$ cat config.mk
export PLATFORM = sky130hd
export DESIGN_NAME = fab_clk_en_gen
export DESIGN_NICKNAME = d
export VERILOG_FILES = /design/src/rtl/fab_clk_en_gen_pkg.sv /design/src/rtl/fab_clk_en_ch.sv /design/src/rtl/fab_clk_en_gen.sv
export SDC_FILE = /design/constraint.sdc
export NUM_CORES = 1
export LEC_CHECK = 0
export CELL_PAD_IN_SITES_DETAIL_PLACEMENT = 0
export CELL_PAD_IN_SITES_GLOBAL_PLACEMENT = 1
export CORE_UTILIZATION = 45
export DETAILED_ROUTE_END_ITERATION = 10
export PLACE_DENSITY_LB_ADDON = 0.1
export SLEW_MARGIN = 10
export SYNTH_ARGS = -nofsm -noshare
export SYNTH_HDL_FRONTEND = slang
export SYNTH_HIERARCHICAL = 1
export SYNTH_SLANG_ARGS = --single-unit
$ cat constraint.sdc
create_clock -name CLK -period 4.8 [get_ports CLK]
set_input_delay 1.2 -clock CLK [delete_from_list [all_inputs] [get_ports CLK]]
set_output_delay 1.2 -clock CLK [all_outputs]
set_load 0.02 [all_outputs]
$ cat src/rtl/fab_clk_en_gen_pkg.sv
// Shared types and defaults for the fabric clock-enable generator.
package fab_clk_en_gen_pkg;

    localparam int unsigned FAB_CLK_DIV_W   = 16;
    localparam int unsigned FAB_CLK_DEF_DIV = 50;

    typedef logic [FAB_CLK_DIV_W-1:0] fab_clk_div_t;

    typedef struct packed {
        fab_clk_div_t div_a;
        fab_clk_div_t div_p;
        logic         pend;
        fab_clk_div_t cnt;
    } fab_clk_ch_state_t;

endpackage

$ cat src/rtl/fab_clk_en_ch.sv
// One clock-enable channel: down-counter, pending divisor and optional divide-by-2 toggle.
// CLK_TGL flop exists only when FAB_CLK_EN_GEN_TOGGLE_EN is defined.
module fab_clk_en_ch
    import fab_clk_en_gen_pkg::*;
#(
    parameter int unsigned DIV_W   = FAB_CLK_DIV_W,
    parameter int unsigned DEF_DIV = FAB_CLK_DEF_DIV
) (
    input  logic             clk_i,
    input  logic             rst_i,
    input  logic             en_i,
    input  logic             sync_i,
    input  logic             wr_i,
    input  logic [DIV_W-1:0] wr_data_i,
    output logic             busy_o,
    output logic             tick_o,
    output logic             tgl_o
);

    // Same layout as fab_clk_ch_state_t, sized for this instance's DIV_W.
    typedef struct packed {
        logic [DIV_W-1:0] div_a;
        logic [DIV_W-1:0] div_p;
        logic             pend;
        logic [DIV_W-1:0] cnt;
    } ch_state_t;

    localparam logic [DIV_W-1:0] DefDiv = DIV_W'(DEF_DIV);
    localparam ch_state_t ResetSt = '{
        div_a: DefDiv,
        div_p: DefDiv,
        pend:  1'b0,
        cnt:   DefDiv - 1'b1
    };

    ch_state_t        st_q, st_d;
    logic             tick_q, tick_d;
    logic [DIV_W-1:0] div_new;

    always_comb begin
        div_new = st_q.pend ? st_q.div_p : st_q.div_a;
        st_d    = st_q;
        tick_d  = 1'b0;
        if (sync_i || !en_i) begin
            st_d.div_a = div_new;
            st_d.pend  = 1'b0;
            st_d.cnt   = div_new - 1'b1;
        end else if (st_q.div_a == '0) begin
            // Parked: counter frozen until a new divisor arrives.
            if (st_q.pend) begin
                st_d.div_a = st_q.div_p;
                st_d.pend  = 1'b0;
                st_d.cnt   = st_q.div_p - 1'b1;
            end
        end else if (st_q.cnt == '0) begin
            tick_d     = 1'b1;
            st_d.div_a = div_new;
            st_d.pend  = 1'b0;
            st_d.cnt   = div_new - 1'b1;
        end else begin
            st_d.cnt = st_q.cnt - 1'b1;
        end
        // A write lands after any apply above, so it is never consumed this cycle.
        if (wr_i) begin
            st_d.div_p = wr_data_i;
            st_d.pend  = 1'b1;
        end
    end

    always_ff @(posedge clk_i or posedge rst_i) begin
        if (rst_i) begin
            st_q   <= ResetSt;
            tick_q <= 1'b0;
        end else begin
            st_q   <= st_d;
            tick_q <= tick_d;
        end
    end

    assign busy_o = st_q.pend;
    assign tick_o = tick_q;

`ifdef FAB_CLK_EN_GEN_TOGGLE_EN
    logic tgl_q, tgl_d;

    always_comb begin
        tgl_d = tgl_q ^ tick_d;
    end

    always_ff @(posedge clk_i or posedge rst_i) begin
        if (rst_i) begin
            tgl_q <= 1'b0;
        end else begin
            tgl_q <= tgl_d;
        end
    end

    assign tgl_o = tgl_q;
`else
    assign tgl_o = 1'b0;
`endif

endmodule

$ cat src/rtl/fab_clk_en_gen.sv
// Multi-channel clock-enable generator with runtime divisors applied at terminal count.
// Define FAB_CLK_EN_GEN_TOGGLE_EN to build the CLK_TGL divide-by-2 outputs.
module fab_clk_en_gen
    import fab_clk_en_gen_pkg::*;
#(
    parameter int unsigned N_CH    = 4,
    parameter int unsigned DIV_W   = FAB_CLK_DIV_W,
    parameter int unsigned DEF_DIV = FAB_CLK_DEF_DIV,
    localparam int unsigned SEL_W  = (N_CH > 1) ? $clog2(N_CH) : 1
) (
    input  logic             CLK,
    input  logic             RESET,
    input  logic [N_CH-1:0]  ENABLE,
    input  logic             SYNC,
    input  logic             DIV_WR,
    input  logic [SEL_W-1:0] DIV_SEL,
    input  logic [DIV_W-1:0] DIV_DATA,
    output logic [N_CH-1:0]  DIV_BUSY,
    output logic [N_CH-1:0]  TICK,
    output logic [N_CH-1:0]  CLK_TGL
);

    for (genvar i = 0; i < N_CH; i++) begin : g_ch
        logic wr;

        // Out-of-range selects match no channel and are dropped.
        assign wr = DIV_WR && (DIV_SEL == SEL_W'(i));

        fab_clk_en_ch #(
            .DIV_W   (DIV_W),
            .DEF_DIV (DEF_DIV)
        ) u_ch (
            .clk_i     (CLK),
            .rst_i     (RESET),
            .en_i      (ENABLE[i]),
            .sync_i    (SYNC),
            .wr_i      (wr),
            .wr_data_i (DIV_DATA),
            .busy_o    (DIV_BUSY[i]),
            .tick_o    (TICK[i]),
            .tgl_o     (CLK_TGL[i])
        );
    end

endmodule

After elaboration in Yosys (flattened, before gate mapping):

Index checks and enable logic that the tools add are counted.

* flip-flop bits (word level): 200
* bits in latches: 0
* RAM bits: 0
* ROM bits: 0
* bits of input ports: 26
* output and inout bits: 12
* word-level logic and storage cells: 120
* memories: 0

* add/sub/neg operators: 12
* $mul: 0
* divide/modulo/power cells: 0
* magnitude comparators: 0
* eq/ne operators: 7
* shifts and indexed selects: 0
* multiplexer cells: 52
* bitwise gates (word level): 0
* reductions and logical operators: 29

Operators by type and width (count)
* 16-bit 2-to-1 mux: 24
* 16-bit by 1-bit subtractor with 16-bit output, second input constant: 12
* 17-bit 2-to-1 mux: 8
* 16-bit zero test: 8
* 1-bit 2-to-1 mux: 20
* 4-bit nonzero test: 4
* 3-bit by 1-bit inequality test with 1-bit output, second input constant: 4
* 3-bit nonzero test: 4
* 2-bit equality test, second input constant: 2
* 1-bit logical AND: 4
* 1-bit zero test: 4
* 1-bit logical OR: 4
* 2-bit by 1-bit equality test with 1-bit output, second input constant: 1
* 2-bit zero test: 1

Logic depth before layout (Yosys ltp):

Gate-level depths: netlist (run 1).

* depth after elaboration: 6
* mapped depth: 11
* mapped depth without buffers: 8

Hierarchy:

Netlist (run 1), hierarchy kept.

By module, submodules not included
* fab_clk_en_ch at g_ch[0].u_ch ...: times used 2, cells each 371, area each 3467.1 µm², seq. area each 1262.5 µm²
* fab_clk_en_ch at g_ch[2].u_ch ...: times used 2, cells each 363, area each 3370.7 µm², seq. area each 1262.5 µm²
* fab_clk_en_gen: times used 1, cells each 4, area each 37.5 µm², seq. area each 0.0 µm²

Least setup slack after synthesis (run 1):

Ideal clock, no wire load.

* path type: reg2reg
* start: reg g_ch[2].u_ch.st_q (netlist bit g_ch[2].u_ch/busy_o)
* end: reg g_ch[2].u_ch/st_q[10] in the netlist's numbering
* setup time: 111 ps
* arrival: 3541 ps
* data required time: 4689 ps
* slack: 1148 ps
* cell stages (with the launch flop): 11
* path buffers: 3
* clock period less this slack: 3652 ps
* cell sequence: dfrtp_1 -> buf_2 -> buf_1 -> clkbuf_1 -> mux2i_1 -> ha_1 -> or4bb_1 -> a222oi_1 -> nand3_1 -> xnor2_1 -> a222oi_1

* word-level cells in the longest chain between the ends: 5
* elaborated cells between the ends (all ways): 6
* those cells by class: 1 x add/sub; 1 x eq/ne; 4 x mux

RTL lines
* start, declared: RTL line fab_clk_en_ch.sv:36 `ch_state_t st_q, st_d;`
* start signal, assigned: RTL line fab_clk_en_ch.sv:72 `st_q <= ResetSt;`
* start signal, assigned: RTL line fab_clk_en_ch.sv:75 `st_q <= st_d;`
* 16-bit 2-to-1 mux
* 16-bit by 1-bit subtractor with 16-bit output: RTL line fab_clk_en_ch.sv:47, fab_clk_en_ch.sv:59
* 16-bit 2-to-1 mux: RTL line fab_clk_en_ch.sv:55 `end else if (st_q.cnt == '0) begin`
* 17-bit 2-to-1 mux: RTL line fab_clk_en_ch.sv:48 `end else if (st_q.div_a == '0) begin`
* 17-bit 2-to-1 mux: RTL line fab_clk_en_ch.sv:44 `if (sync_i || !en_i) begin`

Several ways; a longest one is shown, not always the timed one.
A chain may end at the register's enable or synchronous reset.

Final worst setup path (run 1):

* start: reg g_ch[2].u_ch.st_q (netlist bit g_ch[2].u_ch/busy_o)
* end: out DIV_BUSY[2]

RTL lines
* end, declared: RTL line fab_clk_en_gen.sv:18 `output logic [N_CH-1:0] DIV_BUSY,`

No word-level cell between the ends.

==> results of run 1 <==
[kinds of logic after synthesis]
kind of cell	count (synthesis)	synth area share (%)
AOI/OAI and AO/OA	322	15.7
xor gates and xnor gates	116	7.41
adders and majority gates	16	1.46
buffers and inverters	122	4.18
DFF	200	36.8
muxes	154	12.7
other	4	0.109
and+or+nand+nor	538	21.6
[layout make-up]
type,instances,area [µm²],share of cell area (%)
Clock buffer,18,429,2.90
Tap cell,390,488,3.30
Clock inverter,14,135,0.915
Multi-Input combinational cell,1150,8090,54.8
Timing Repair Buffer,53,480,3.25
Sequential cell,200,5050,34.2
Inverter,26,97.6,0.661
[flip-flops by register name (all words and copies together), names as in the netlist]
| name | count |
|---|---|
| g_ch.u_ch/st_q | 192 |
| g_ch.u_ch/busy_o | 4 |
| g_ch.u_ch/tick_o | 4 |
[placed cells by master, fill, tap and decap left out, drive strengths merged, types with 18 or more instances in the layout]
cell,netlist,routed
a21oi,92,92
buf,42,20
clkbuf,54,18
clkdlybuf4s50,0,33
dfrtp,164,164
dfstp,36,36
inv,26,34
mux2,102,102
mux2i,52,52
nand2,100,100
nand3,36,36
nor2,116,116
nor3,76,76
nor3b,21,21
nor4,46,46
o21ai,72,72
or3,20,20
or4,28,28
xnor2,62,62
xor2,54,54
[layer usage]
metal	track usage (%)	vias up	part of all wire [%]
met2	41.7	257	47
met5	0	-	0
li1	-	5403	-
met4	6.03	0	1.4
met1	36.9	5659	47
met3	3.79	42	4.0
[report_power, final]
part / switching (mW) / internal, mW / total [mW]
Clock: 0.736 / 0.691 / 1.43
Combinational: 1.08 / 1.02 / 2.11
Sequential: 0.758 / 2.23 / 2.99
[through the flow]
| step | area, µm² | power (mW) |
|---|---|---|
| after floorplan | 13700 | 4.46 |
| after global placement | 14200 | 5.09 |
| after detailed placement | 14200 | 5.10 |
| after CTS | 14800 | 6.55 |
| after global routing | 14800 | 6.96 |
| final | 14800 | 6.52 |
[worst max-delay path, cell delays in order (launching register included)]
cell and delay (ps):
dfrtp_2 650, buf_4 420, clkdlybuf4s50_1 670
[final timing paths]
check,from,to,depth (start not counted)
max in group asynchronous,RESET,g_ch[1].u_ch/busy_o$_DFFE_PP0P_,2
min,g_ch[0].u_ch/st_q[5]$_DFFE_PP1P_,g_ch[0].u_ch/st_q[5]$_DFFE_PP1P_,2
min in group asynchronous,RESET,g_ch[3].u_ch/st_q[19]$_DFFE_PP0P_,2
min reg2reg,g_ch[0].u_ch/st_q[5]$_DFFE_PP1P_,g_ch[0].u_ch/st_q[5]$_DFFE_PP1P_,2
max,g_ch[2].u_ch/busy_o$_DFFE_PP0P_,DIV_BUSY[2],2
max reg2reg,g_ch[2].u_ch/busy_o$_DFFE_PP0P_,g_ch[2].u_ch/st_q[10]$_DFFE_PP0P_,7
==> results.py, run 1 <==
metrics = {
    "floorplan": {
        "die_h_um": 177,
        "dieArea_mm2": 0.0312,
        "die_w_um": 177,
        "ios": 38,
        "fp.coreArea_mm2": 0.0298,
        "std_cell_rows": 63,
        "start_util_pct": 46.0,
    },
    "setup_path": {
        "end_kind": "output port",
        "crit_required_ps": 3600,
        "regToRegSetupSlack_ps": 1420,
        "crit_path_start_kind": "flip-flop",
        "critical_path_arrival_ps": 2190,
        "path_class": "flip-flop to output port",
        "cp_max_fo": 28,
    },
    "clocking": {
        "post_cts_buffers": 0,
        "cts.htree.levels": 4,
        "clkTransAtPathRegs_ps": 70,
        "clockBufferDepth": 2,
        "cts_tree": "yes",
        "hold_buffers": 0,
        "clockRootBuffer": "clkbuf_16",
        "cts_resized": 0,
        "cts_buffers": 17,
        "cts_sinks": 200,
        "clock_latency_ps": 460,
    },
    "sta": {
        "min_period_over_period_pct": 70.6,
        "rsz0062_at_grt": "false",
        "fin_crit_ps": 3390,
        "hold_viol": 0,
        "clock_skew_ps": 15.8,
        "fin_worst_hold_slack_ps": 512,
        "final.setup.tns_ps": 0,
        "relSlewSlack_pct": 26.6,
        "fmax_ghz": 0.295,
        "setup_violations": 0,
        "maxSlewViolCount": 0,
        "setup_ws_ps": 1410,
        "worst-slew-pin-transition_ps": 1100,
    },
    "layout": {
        "stdcell_count": 1851,
        "drive_gt1_share_pct": 16.6,
        "final_nets": 1490,
        "synthToLayoutAreaGrowth_pct": 7.75,
        "utilization_pct": 49.6,
        "num-fill-cells": 2854,
        "antenna_cells": 0,
    },
    "yosys": {
        "ys_warn_count": 6,
        "synth_flop_cell": "dfrtp_1",
        "ys_seq_area_share_pct": 36.8,
        "synth_cell_type_count": 80,
        "synth.avg_cell_area_um2": 9.32,
        "async_reset_ff_share_pct": 100,
        "synth_area_mm2": 0.0137,
        "synth_most_common_cell": "dfrtp_1",
        "yosysTopAreaCell": "dfrtp_1",
        "ys_ff_latch": 200,
        "syn_nets": 1514,
        "synth_top_area_share_pct": 29.9,
        "synth_commonest_cells": "164 x dfrtp_1, 114 x nor2_1, 98 x nand2_1, 92 x a21oi_1, 82 x mux2_2",
        "synth_enable_flop_cells": 0,
        "syn_inst": 1472,
        "ys_top_cells_by_area": "dfrtp_1 30%, dfstp_2 6.9%, mux2_2 6.7%",
    },
    "place": {
        "routabilityCongestion": 0.845,
        "port_buffers": 33,
        "place_hpwl_mm": 28.8,
        "dpl_worst_slack_ps": 1080,
        "dp_cells": 1819,
    },
    "drt": {
        "drc": 0,
        "vias_per_cell": 6.14,
        "wl_mm": 39.2,
        "ant_nets": 0,
        "drt-wirelength-per-cell_um": 21.2,
        "via_count": 11361,
        "dr.first_iter.drc_count": 958,
        "drt-pass1-iter-count": 5,
    },
    "global_route": {
        "overflow": 0,
        "antenna_found_initial": 0,
        "grt_util_all_layers_pct": 26.0,
        "grt_pass1_vias": 11142,
        "grt_pass1_wl_mm": 63.0,
        "grt_max_degree": 51,
    },
    "worst_hold_path": {
        "hold_class": "flip-flop to flip-flop",
    },
    "pwr": {
        "power_density_mw_per_mm2": 441,
        "p_leak_nw": 5.53,
        "ir_worst_vdd_uv": 314,
    },
    "flow_run": {
        "cap_violations": 0,
    },
    "run_status": {
        "outcome": "complete, no violations",
    },
}
Power figures use the tool's default switching activity.
==> run 2, diff against run 1 <==
==> constraint.sdc (replaced) <==
create_clock -name CLK -period 3.2 [get_ports CLK]
set_input_delay 0.8 -clock CLK [delete_from_list [all_inputs] [get_ports CLK]]
set_output_delay 0.8 -clock CLK [all_outputs]
set_load 0.02 [all_outputs]
==> results.py, run 2 (synthesis gave the netlist of run 1 again) <==
metrics = {
    "drt": {
        "dr.first_iter.drc_count": 844,
        "via_count": 11607,
        "vias_per_cell": 6.12,
        "drc": 0,
        "wl_mm": 40.0,
        "drt-wirelength-per-cell_um": 21.1,
        "drt-pass1-iter-count": 6,
        "ant_nets": 0,
    },
    "pwr": {
        "p_leak_nw": 5.81,
        "power_density_mw_per_mm2": 656,
        "ir_worst_vdd_uv": 448,
        "totalPowerFinal_mw": 9.99,
    },
    "sta": {
        "min_period_over_period_pct": 89.1,
        "final.setup.tns_ps": 0,
        "fmax_ghz": 0.351,
        "hold_viol": 0,
        "setup_violations": 0,
        "setup_ws_ps": 348,
        "rsz0062_at_grt": "false",
        "maxSlewViolCount": 0,
        "clock_skew_ps": 11.1,
        "relSlewSlack_pct": 45.8,
        "fin_crit_ps": 2850,
        "worst-slew-pin-transition_ps": 805,
    },
    "place": {
        "dpl_worst_slack_ps": 253,
        "port_buffers": 33,
        "place_hpwl_mm": 29.7,
        "placed_cell_area_mm2": 0.0146,
        "routabilityCongestion": 0.885,
    },
    "setup_path": {
        "critical_path_arrival_ps": 2050,
        "crit_slowest_cell": "clkdlybuf4s50_1",
        "end_kind": "output port",
        "worstReg2RegEnd": "g_ch[1].u_ch/st_q[14]$_DFFE_PP0P_",
        "r2r-start": "g_ch[1].u_ch/busy_o$_DFFE_PP0P_",
        "cp_top_family": "buffers and inverters",
        "path_class": "flip-flop to output port",
        "cp_max_fo": 46,
        "crit_path_start_kind": "flip-flop",
        "max_stage_delay_ps": 710,
        "crit_required_ps": 2400,
        "regToRegSetupSlack_ps": 370,
        "crit_chain": "buf_4 > clkdlybuf4s50_1",
        "rr_worst_depth": 9,
        "cp.buffers_inverters": 2,
    },
    "global_route": {
        "grt_pass1_wl_mm": 64.1,
        "overflow": 0,
        "grt_util_all_layers_pct": 26.4,
        "grt_pass1_vias": 11196,
        "antenna_found_initial": 0,
        "grt_max_degree": 47,
    },
    "clocking": {
        "cts_resized": 0,
        "clock_latency_ps": 460,
        "clockRootBuffer": "clkbuf_16",
        "post_cts_buffers": 0,
        "cts_tree": "yes",
        "hold_buffers": 0,
        "clkTransAtPathRegs_ps": 80,
        "clockBufferDepth": 2,
        "cts_buffers": 17,
        "cts_sinks": 200,
        "cts.htree.levels": 4,
    },
    "run_status": {
        "outcome": "complete, no violations",
    },
    "layout": {
        "utilization_pct": 51.1,
        "drive_gt1_share_pct": 19.4,
        "final_common_cell": "dfrtp_1",
        "synthToLayoutAreaGrowth_pct": 11.0,
        "largest_register_ffs": 192,
        "top_register": "g_ch.u_ch/st_q",
        "fin_area_mm2": 0.0152,
        "final_nets": 1537,
        "antenna_cells": 0,
        "layout_common_cells": "160 x dfrtp_1, 114 x nor2_1, 98 x nand2_1",
    },
    "floorplan": {
        "die_h_um": 177,
        "fp.coreArea_mm2": 0.0298,
        "dieArea_mm2": 0.0312,
        "std_cell_rows": 63,
        "start_util_pct": 46.0,
        "die_w_um": 177,
        "ios": 38,
    },
    "worst_hold_path": {
        "hold_class": "flip-flop to flip-flop",
        "min_from": "g_ch[1].u_ch/st_q[5]$_DFFE_PP1P_",
        "whs_path_depth": 2,
        "holdPathEnd": "g_ch[1].u_ch/st_q[5]$_DFFE_PP1P_",
    },
    "flow_run": {
        "cap_violations": 0,
    },
}
## run 2: cell types whose count changed in the layout (fill, tap and decap cells not counted), moves of 3 or more
cell and delta:
buf_12 +3, buf_4 +44, clkinv_8 +6, inv_8 -4, clkinvlp_4 -3
## run 2: where the power goes
group,switching [mW],total [mW],internal (mW)
clock,1.16,2.24,1.08
combinational,1.67,3.27,1.60
sequential,1.13,4.48,3.35
## run 2: per-stage QoR
step / hold WS, ps / instances
after floorplan: 473 / 1472
after global placement: 501 / 1866
after detailed placement: 499 / 1866
after CTS: 509 / 1898
after global routing: 537 / 1898
final: 511 / 1898
## run 2: layout make-up
class | instances | area (µm²)
Clock buffer | 18 | 439
Clock inverter | 14 | 178
Fill cell | 2872 | 14600
Inverter | 26 | 97.6
Multi-Input combinational cell | 1150 | 8100
Sequential cell | 200 | 5050
Tap cell | 390 | 488
Timing Repair Buffer | 100 | 871
## run 2: how the worst max path moves through the flow
stage                                               start                           endpoint  depth (start not counted)
after global placement                               SYNC  g_ch[0].u_ch/st_q[10]$_DFFE_PP0P_                          6
after CTS                 g_ch[3].u_ch/busy_o$_DFFE_PP0P_                        DIV_BUSY[3]                          2
after floorplan           g_ch[0].u_ch/busy_o$_DFFE_PP0P_  g_ch[0].u_ch/st_q[12]$_DFFE_PP0P_                         11
after detailed placement                             SYNC  g_ch[0].u_ch/st_q[10]$_DFFE_PP0P_                          6
after global routing      g_ch[1].u_ch/busy_o$_DFFE_PP0P_  g_ch[1].u_ch/st_q[14]$_DFFE_PP0P_                          9
final                     g_ch[3].u_ch/busy_o$_DFFE_PP0P_                        DIV_BUSY[3]                          2
## run 2: per-layer routing
layer	track usage [%]	vias up	wire length [µm]
li1	-	5500	-
met1	38.1	5811	19200
met2	41.8	261	18700
met3	3.98	35	1660
met4	5.21	0	411
met5	0	-	0
## run 2: worst min-delay path, cell delays in order, from the launching register on
cell     delay [ps]
dfstp_2         390
o21ai_0          70
nand2_1          50
